--- config.mk ---
export PLATFORM = sky130hd
export DESIGN_NAME = byte_align
export DESIGN_NICKNAME = d
export VERILOG_FILES = /design/src/rtl/byte_align.sv
export SDC_FILE = /design/constraint.sdc
export NUM_CORES = 1
export LEC_CHECK = 0
export BUFFER_PORTS_ARGS = -buffer_cell sky130_fd_sc_hd__clkbuf_2
export CORE_MARGIN = 5
export CORE_UTILIZATION = 45
export CTS_CLUSTER_SIZE = 8
export DETAILED_ROUTE_END_ITERATION = 10
export SLEW_MARGIN = 20
export SYNTH_ARGS = -nofsm -noshare
export SYNTH_HDL_FRONTEND = slang
export SYNTH_SLANG_ARGS = --single-unit
--- constraint.sdc ---
create_clock -name t_clk -period 2.3 [get_ports t_clk]
set_clock_uncertainty 0.1 [all_clocks]
set_input_delay 0 -clock t_clk [delete_from_list [all_inputs] [get_ports t_clk]]
set_output_delay 0 -clock t_clk [all_outputs]
set_load 0.02 [all_outputs]
--- src/rtl/byte_align.sv ---
// Serial sync-marker hunter and byte aligner for the deserializer front end.
// Optional inverted-stream detection is enabled by defining BYTE_ALIGN_POL_DET_EN.
module byte_align #(
    parameter logic [7:0]  SYNC_WORD   = 8'hA5,
    parameter int unsigned FRAME_BYTES = 4,
    parameter int unsigned LOCK_CNT    = 3,
    parameter int unsigned LOSS_CNT    = 2
) (
    input  logic       t_clk,
    input  logic       rst_n,
    input  logic       data_in,
    output logic [7:0] data_out,
    output logic       byte_valid,
    output logic       frame_start,
    output logic       locked,
    output logic [7:0] sync_err_cnt,
    output logic       polarity
);

    localparam int unsigned BC_W  = (FRAME_BYTES > 1) ? $clog2(FRAME_BYTES) : 1;
    localparam int unsigned CNT_W = 4;
    localparam logic [BC_W-1:0]  LAST_BYTE = BC_W'(FRAME_BYTES - 1);
    localparam logic [CNT_W-1:0] LOCK_TGT  = CNT_W'(LOCK_CNT);
    localparam logic [CNT_W-1:0] LOSS_TGT  = CNT_W'(LOSS_CNT);

    typedef enum logic [1:0] {
        HUNT   = 2'd0,
        VERIFY = 2'd1,
        LOCKED = 2'd2
    } state_e;

    state_e           state_q, state_d;
    logic [6:0]       sr_q, sr_d;
    logic [2:0]       bit_cnt_q, bit_cnt_d;
    logic [BC_W-1:0]  byte_cnt_q, byte_cnt_d;
    logic [CNT_W-1:0] good_q, good_d;
    logic [CNT_W-1:0] miss_q, miss_d;
    logic [7:0]       data_q, data_d;
    logic             valid_q, valid_d;
    logic             fstart_q, fstart_d;
    logic             locked_q, locked_d;
    logic [7:0]       err_q, err_d;
    logic             pol_q, pol_d;

    logic [7:0] nsr;
    logic [7:0] cmp;
    logic       boundary;
    logic       marker_slot;
    logic       hunt_hit;

    // Next-state and registered-output logic.
    always_comb begin
        state_d    = state_q;
        bit_cnt_d  = bit_cnt_q + 3'd1;
        byte_cnt_d = byte_cnt_q;
        good_d     = good_q;
        miss_d     = miss_q;
        data_d     = data_q;
        valid_d    = 1'b0;
        fstart_d   = 1'b0;
        locked_d   = locked_q;
        err_d      = err_q;
        pol_d      = pol_q;
        hunt_hit   = 1'b0;

        nsr         = {sr_q, data_in};
        sr_d        = nsr[6:0];
        cmp         = pol_q ? ~nsr : nsr;
        boundary    = (bit_cnt_q == 3'd7);
        marker_slot = boundary && (byte_cnt_q == LAST_BYTE);

        if (boundary) begin
            byte_cnt_d = (byte_cnt_q == LAST_BYTE) ? '0 : byte_cnt_q + BC_W'(1);
        end

        case (state_q)
            HUNT: begin
`ifdef BYTE_ALIGN_POL_DET_EN
                if (nsr == SYNC_WORD) begin
                    hunt_hit = 1'b1;
                    pol_d    = 1'b0;
                end else if (nsr == ~SYNC_WORD) begin
                    hunt_hit = 1'b1;
                    pol_d    = 1'b1;
                end
`else
                hunt_hit = (nsr == SYNC_WORD);
`endif
                if (hunt_hit) begin
                    state_d    = VERIFY;
                    bit_cnt_d  = 3'd0;
                    byte_cnt_d = '0;
                    good_d     = CNT_W'(1);
                end
            end
            VERIFY: begin
                if (marker_slot) begin
                    if (cmp == SYNC_WORD) begin
                        good_d = good_q + CNT_W'(1);
                        if (good_q + CNT_W'(1) == LOCK_TGT) begin
                            state_d  = LOCKED;
                            locked_d = 1'b1;
                            miss_d   = '0;
                        end
                    end else begin
                        state_d = HUNT;
                        good_d  = '0;
                    end
                end
            end
            LOCKED: begin
                if (marker_slot) begin
                    if (cmp == SYNC_WORD) begin
                        miss_d = '0;
                    end else begin
                        if (err_q != 8'hFF) begin
                            err_d = err_q + 8'd1;
                        end
                        // Enough consecutive misses means the bit alignment is gone.
                        if (miss_q + CNT_W'(1) == LOSS_TGT) begin
                            state_d  = HUNT;
                            locked_d = 1'b0;
                            miss_d   = '0;
                        end else begin
                            miss_d = miss_q + CNT_W'(1);
                        end
                    end
                end else if (boundary) begin
                    data_d   = cmp;
                    valid_d  = 1'b1;
                    fstart_d = (byte_cnt_q == '0);
                end
            end
            default: begin
                state_d = HUNT;
            end
        endcase
    end

    // State and output registers.
    always_ff @(posedge t_clk or negedge rst_n) begin
        if (!rst_n) begin
            state_q    <= HUNT;
            sr_q       <= '0;
            bit_cnt_q  <= '0;
            byte_cnt_q <= '0;
            good_q     <= '0;
            miss_q     <= '0;
            data_q     <= '0;
            valid_q    <= 1'b0;
            fstart_q   <= 1'b0;
            locked_q   <= 1'b0;
            err_q      <= '0;
            pol_q      <= 1'b0;
        end else begin
            state_q    <= state_d;
            sr_q       <= sr_d;
            bit_cnt_q  <= bit_cnt_d;
            byte_cnt_q <= byte_cnt_d;
            good_q     <= good_d;
            miss_q     <= miss_d;
            data_q     <= data_d;
            valid_q    <= valid_d;
            fstart_q   <= fstart_d;
            locked_q   <= locked_d;
            err_q      <= err_d;
            pol_q      <= pol_d;
        end
    end

    assign data_out     = data_q;
    assign byte_valid   = valid_q;
    assign frame_start  = fstart_q;
    assign locked       = locked_q;
    assign sync_err_cnt = err_q;
    assign polarity     = pol_q;

endmodule
-- Word-level counts from Yosys, hierarchy flattened
Index checks and enable logic that the tools add are counted.
Widths: inputs -> output; s select.
- flip-flop bits (word level): 41
- input bits: 3
- logic and storage cells: 83
- mux-type cells: 38
- reduce and logical (&&, ||, !) cells: 11
- eq/ne operators: 16
- $add $sub $neg: 5
- bitwise logic cells: 2
- operators with widths (operator ; number):
    $mux 4 ; 9
    $mux 2 ; 11
    $pmux 4 s2 ; 2
    $ne 2x2->1 const B ; 7
    $mux 1 ; 12
    $add 4x1->4 const B ; 2
    $add 8x1->8 const B ; 1
    $eq 4x2->1 const B ; 2
    $eq 8x8->1 const B ; 1
    $ne 8x8->1 const B ; 1
    $reduce_and 7->1 ; 1
    $mux 3 ; 2
    $pmux 2 s3 ; 1
    $reduce_and 3->1 ; 2
    $reduce_and 6->1 ; 1
    $reduce_and 5->1 ; 1
    $eq 2x2->1 const B ; 2
    $logic_not 2->1 ; 2
    $reduce_and 4->1 ; 1
    $reduce_bool 2->1 ; 2
    $add 3x1->3 const B ; 1
    $eq 3x3->1 const B ; 1
    $ne 3x3->1 const B ; 1
    $add 2x1->2 const B ; 1
    other kinds (4) ; 5

-- Longest topological paths before layout
- word-level depth: 6
- gate-level depth with buffers: 7
- mapped depth without buffers: 7

-- Least setup slack after synthesis
OpenSTA, ideal clock, no wires.
- kind: register -> register
- start: register good_q[0]
- end: register miss_q[1]
- period minus slack after synthesis: 1754 ps
- library setup time: 130 ps
- arrival time: 1524 ps
- slack: 546 ps
- cell stages (with the launch flop): 7
- path through: dfrtp_1 ha_1 nor3_1 a41oi_2 o31ai_1 o221ai_2 mux2i_1
- word-level cells in the longest chain between the ends: 4
- ends and longest elaborated chain (element ; line ; text):
    from (decl) ; 36 ; logic [CNT_W-1:0] good_q, good_d;
    from (signal assigned) ; 160 ; good_q <= good_d;
    $add 4x1->4 ; 100 ; if (good_q + CNT_W'(1) == LOCK_TGT) begin
    $eq 4x2->1 ; 100 ;
    $ne 2x2->1 (no source line) ; n/a ;
    $reduce_and 5->1 (no source line) ; n/a ;
    to (signal assigned) ; 161 ; miss_q <= miss_d;
    to (decl) ; 37 ; logic [CNT_W-1:0] miss_q, miss_d;
Every way passes these cells.
A chain may end at the register's enable or synchronous reset.

-- Final worst setup path
Same ends and word-level chain as after synthesis.

==> results.txt <==
- Drt first-iter violations: between 80 and 90
- Registers are responsible for 55.5% of the overall power.
* Area growth from synthesis to layout: 14.2%
* Path category of the worst min-delay check: primary input to async pin
* Wire per inst: between 10 and 15 microns
- In the post-route analysis, the smallest setup slack over all paths is ~350 ps.
- The worst setup path is launched from a register.
- The flow ran to the end, and the final reports show no timing, DRC or antenna violations.
- Antenna violations before repair: 0
* I/O Buffers: 21
* Post-Syn Area: a little under 2000 sq um
- I/O pin count: 23
* Final core utilization: between 50% and 60%
- Gr usage total: roughly 14%
* Relative max-transition margin: between 60% and 70%
- The number of antenna diodes in the final layout is 0.
- Worst-case clock buffer depth: 2
* Detailed Routing Iterations Pass 1: 4
- Per report_power, the clock group accounts for between 30% and 40% of the total.
* Routability-driven placement congestion ratio: slightly below 0.8
- Share of synthesized area occupied by flip-flops and latches: between 50% and 60%
- Ratio of total power to cell area: around 640 nW/um^2
* Root Driver: clkbuf_8
* Share of final-layout standard cells stronger than drive strength 1: a little over a quarter
- For the worst setup path, the data required time is between 2000 and 2500 ps.
- Data arrives at the worst endpoint at 2000 ps.
- Pin count of the biggest net entering global routing: between 40 and 50
- The clock net in this run drives a total of slightly above 40 sinks.
* Cts repair resizes: 0
* Net switching share of the total power: between 20% and 30%
- The first global-routing pass estimated roughly 6.6 mm of wire.
- Setup repair after global routing missed its margin: no
* Number of global-route vias before repair: about 1400
- Count of endpoints failing hold in the final timing report: 0
* Final Max Slew Viols: 0
- Detailed Route WL: ~3.7 mm
* Highest fanout seen on the critical path: 8
- Including well taps, the total number of placed cells is 240.
* Via count: about 1400
- The analysis attributes to net switching a power of between 0.3 and 0.4 mW.
- Clock-pin slew on the worst setup and hold paths: around 70 ps
- Detailed placement ended at an HPWL of around 2.6 mm.
- Combinational cells account for 12.3% of the total power.
- The total overflow left after global routing is 0.
* Drc violations: 0
- Leaving out filler cells and counting taps, the final layout contains roughly 250.
* CTS tree: yes
- The worst path in the final design needs a cycle of between 1500 and 2000 ps, including I/O delays and setup.
* Average vias per placed instance: between 5 and 6
* Total negative setup slack: 0 ps
* Peak supply drop: 0.000507 V
* Post-CTS Hold Buffers: 2
- Final layout net count: between 200 and 250
- Count of nets left with antenna violations after detail routing: 0
- During synthesis, Yosys emitted a total of 0 warnings.
* Flop and latch count out of synthesis: slightly above 40
- Std cell rows: 24
* H-tree levels: 2
- Worst Max-Slew Pin Slew: roughly 520 ps
- Dividing the final minimum period by the clock period gives between 80% and 90%.
- Avg Inst Size Synth: approximately 12 sq um
- In this run the horizontal extent of the chip is roughly 76 microns.
- Initial core utilization: between 40% and 50%
* Post-Synthesis Cells: 168
- In this run the static leakage power is between 1 and 1.5 nW.
- In this run the standard cell core region covers ~4300 sq um.
- The number of nets in the synthesized netlist is 180.
- Die area: between 5000 and 6000 sq um
- Setup violations remaining at the end of the flow were counted as 0.
- STA classifies the critical path endpoint as a register.
* Type of the worst setup path: register to register
* Maximum operating frequency: 514 MHz
- At the placement stage, the worst setup path has a slack of 357 ps.
- Yosys mapped the design onto between 40 and 50 distinct sky130hd cell types.
* Max-cap violations: 0
- Cell internal power was estimated by the tool at 1.09 mW.
- Number of filler instances in the final layout: 415
- For the worst-skew pair, the clock arrives at the later sink with an insertion delay of 280 ps.
- Height of the die: 76.5 microns
- Setup repair bufs after CTS: 0
* TritonCTS buffer count: 5
## sequential cells by signal, summed over array words and instances, names as in the netlist, 2 cells and up
signal	count
byte_cnt_q	2
sync_err_cnt	8
miss_q	4
good_q	4
bit_cnt_q	3
data_out	8
sr_q	7
state_q	2
## logic make-up after synthesis
| group | share of synthesized area, % |
|---|---|
| muxes | 6.67 |
| AOI/OAI and AO/OA | 12.6 |
| buffers and inverters | 2.33 |
| DFF | 51.6 |
| and+or+nand+nor | 17.4 |
| xor gates and xnor gates | 3.52 |
| other | 0.189 |
| adders and majority gates | 5.66 |
## metrics by stage
step	power, mW	hold slack (ps)	instance area (sq um)
2_1_floorplan	0.944	-396	1990
3_3_place_gp	0.986	-16.0	2160
6_report	1.45	216	2270
4_1_cts	1.47	225	2270
5_1_grt	1.53	270	2270
3_5_place_dp	0.999	-1.20	2160
## critical path, cell delays in order, from the launching register on
cell      delay (ps)
dfrtp_1          460
ha_1             280
nor3_1           240
a41oi_2           80
o31ai_1          310
o221ai_2         190
mux2i_1          160
## synthesized netlist by cell type, drive strengths merged
master	instances	share of area [%]
a21bo	1	0.50
a21o	2	1.2
a21oi	4	1.0
a22o	1	0.50
a2bb2oi	1	0.44
a31oi	1	0.31
a41oi	2	1.3
and2	3	0.94
and3	1	0.31
and4	2	0.88
buf	3	0.82
clkbuf	1	0.19
conb	1	0.19
dfrtp	41	52
ha	9	5.7
inv	7	1.3
mux2	10	5.7
mux2i	2	1.0
nand2	13	3.2
nand2b	2	0.76
nand3	6	1.5
nand3b	2	0.75
nand4	3	0.94
nor2	9	1.8
nor2b	3	0.94
nor3	6	2.1
nor4b	1	0.44
nor4bb	2	2.5
o211ai	2	0.75
o21a	1	0.38
o21ai	8	2.2
o221ai	1	0.75
o22a	1	0.44
o2bb2ai	2	0.88
o311ai	1	0.44
o31ai	4	1.5
or3	1	0.31
xnor2	5	2.2
xor2	3	1.3
## metal layers
layer | wire length [microns] | part of all wire, % | track usage [%]
met1 | 1660 | 45 | 17.5
met2 | 1850 | 51 | 22.0
met3 | 111 | 3.0 | 3.66
met4 | 40 | 1.1 | 4.20
met5 | 0 | 0 | 0
## layout by cell type, fill, tap and decap left out, types with 4 or more instances in the layout
master,synthesis,layout
inv_1,7,7
a21oi_1,4,4
o21ai_0,7,7
dfrtp_1,41,41
o31ai_1,4,4
nor2_1,8,8
clkbuf_2,0,21
nand3_1,6,6
xnor2_1,5,5
nand2_1,11,11
mux2_2,9,9
clkbuf_8,0,6
ha_1,9,9
nor3_1,5,5
## power groups by stage
stage	Sequential [mW]	Combinational [mW]	Clock [mW]
after floorplan	0.809	0.134	0
after detailed placement	0.819	0.179	0
final	0.804	0.178	0.466
after global routing	0.812	0.209	0.512
after global placement	0.813	0.173	0
after CTS	0.805	0.184	0.483
## final timing paths
kind                       startpoint               to  slack, ps  depth (start not counted)
setup / recovery            good_q[0]        miss_q[1]        350                          6
hold / removal                  rst_n        miss_q[2]        220                          3
setup reg to reg            good_q[0]        miss_q[1]        350                          6
hold reg to reg               sr_q[4]          sr_q[5]        300                          0
max in group asynchronous       rst_n  sync_err_cnt[3]       1530                          3
min in group t_clk            data_in          sr_q[0]        290                          2
## layout make-up
type / instances / area (sq um) / share of cell area [%]
flip-flops and latches: 41 / 1030 / 45.2
multi-input cells: 116 / 916 / 40.3
repair buffers: 26 / 148 / 6.50
clock buffers: 6 / 82.6 / 3.64
well taps: 52 / 65.1 / 2.87
inverters: 7 / 26.3 / 1.16
clock inverters: 1 / 7.51 / 0.331
Note: power is estimated with default switching activity, not from simulation.
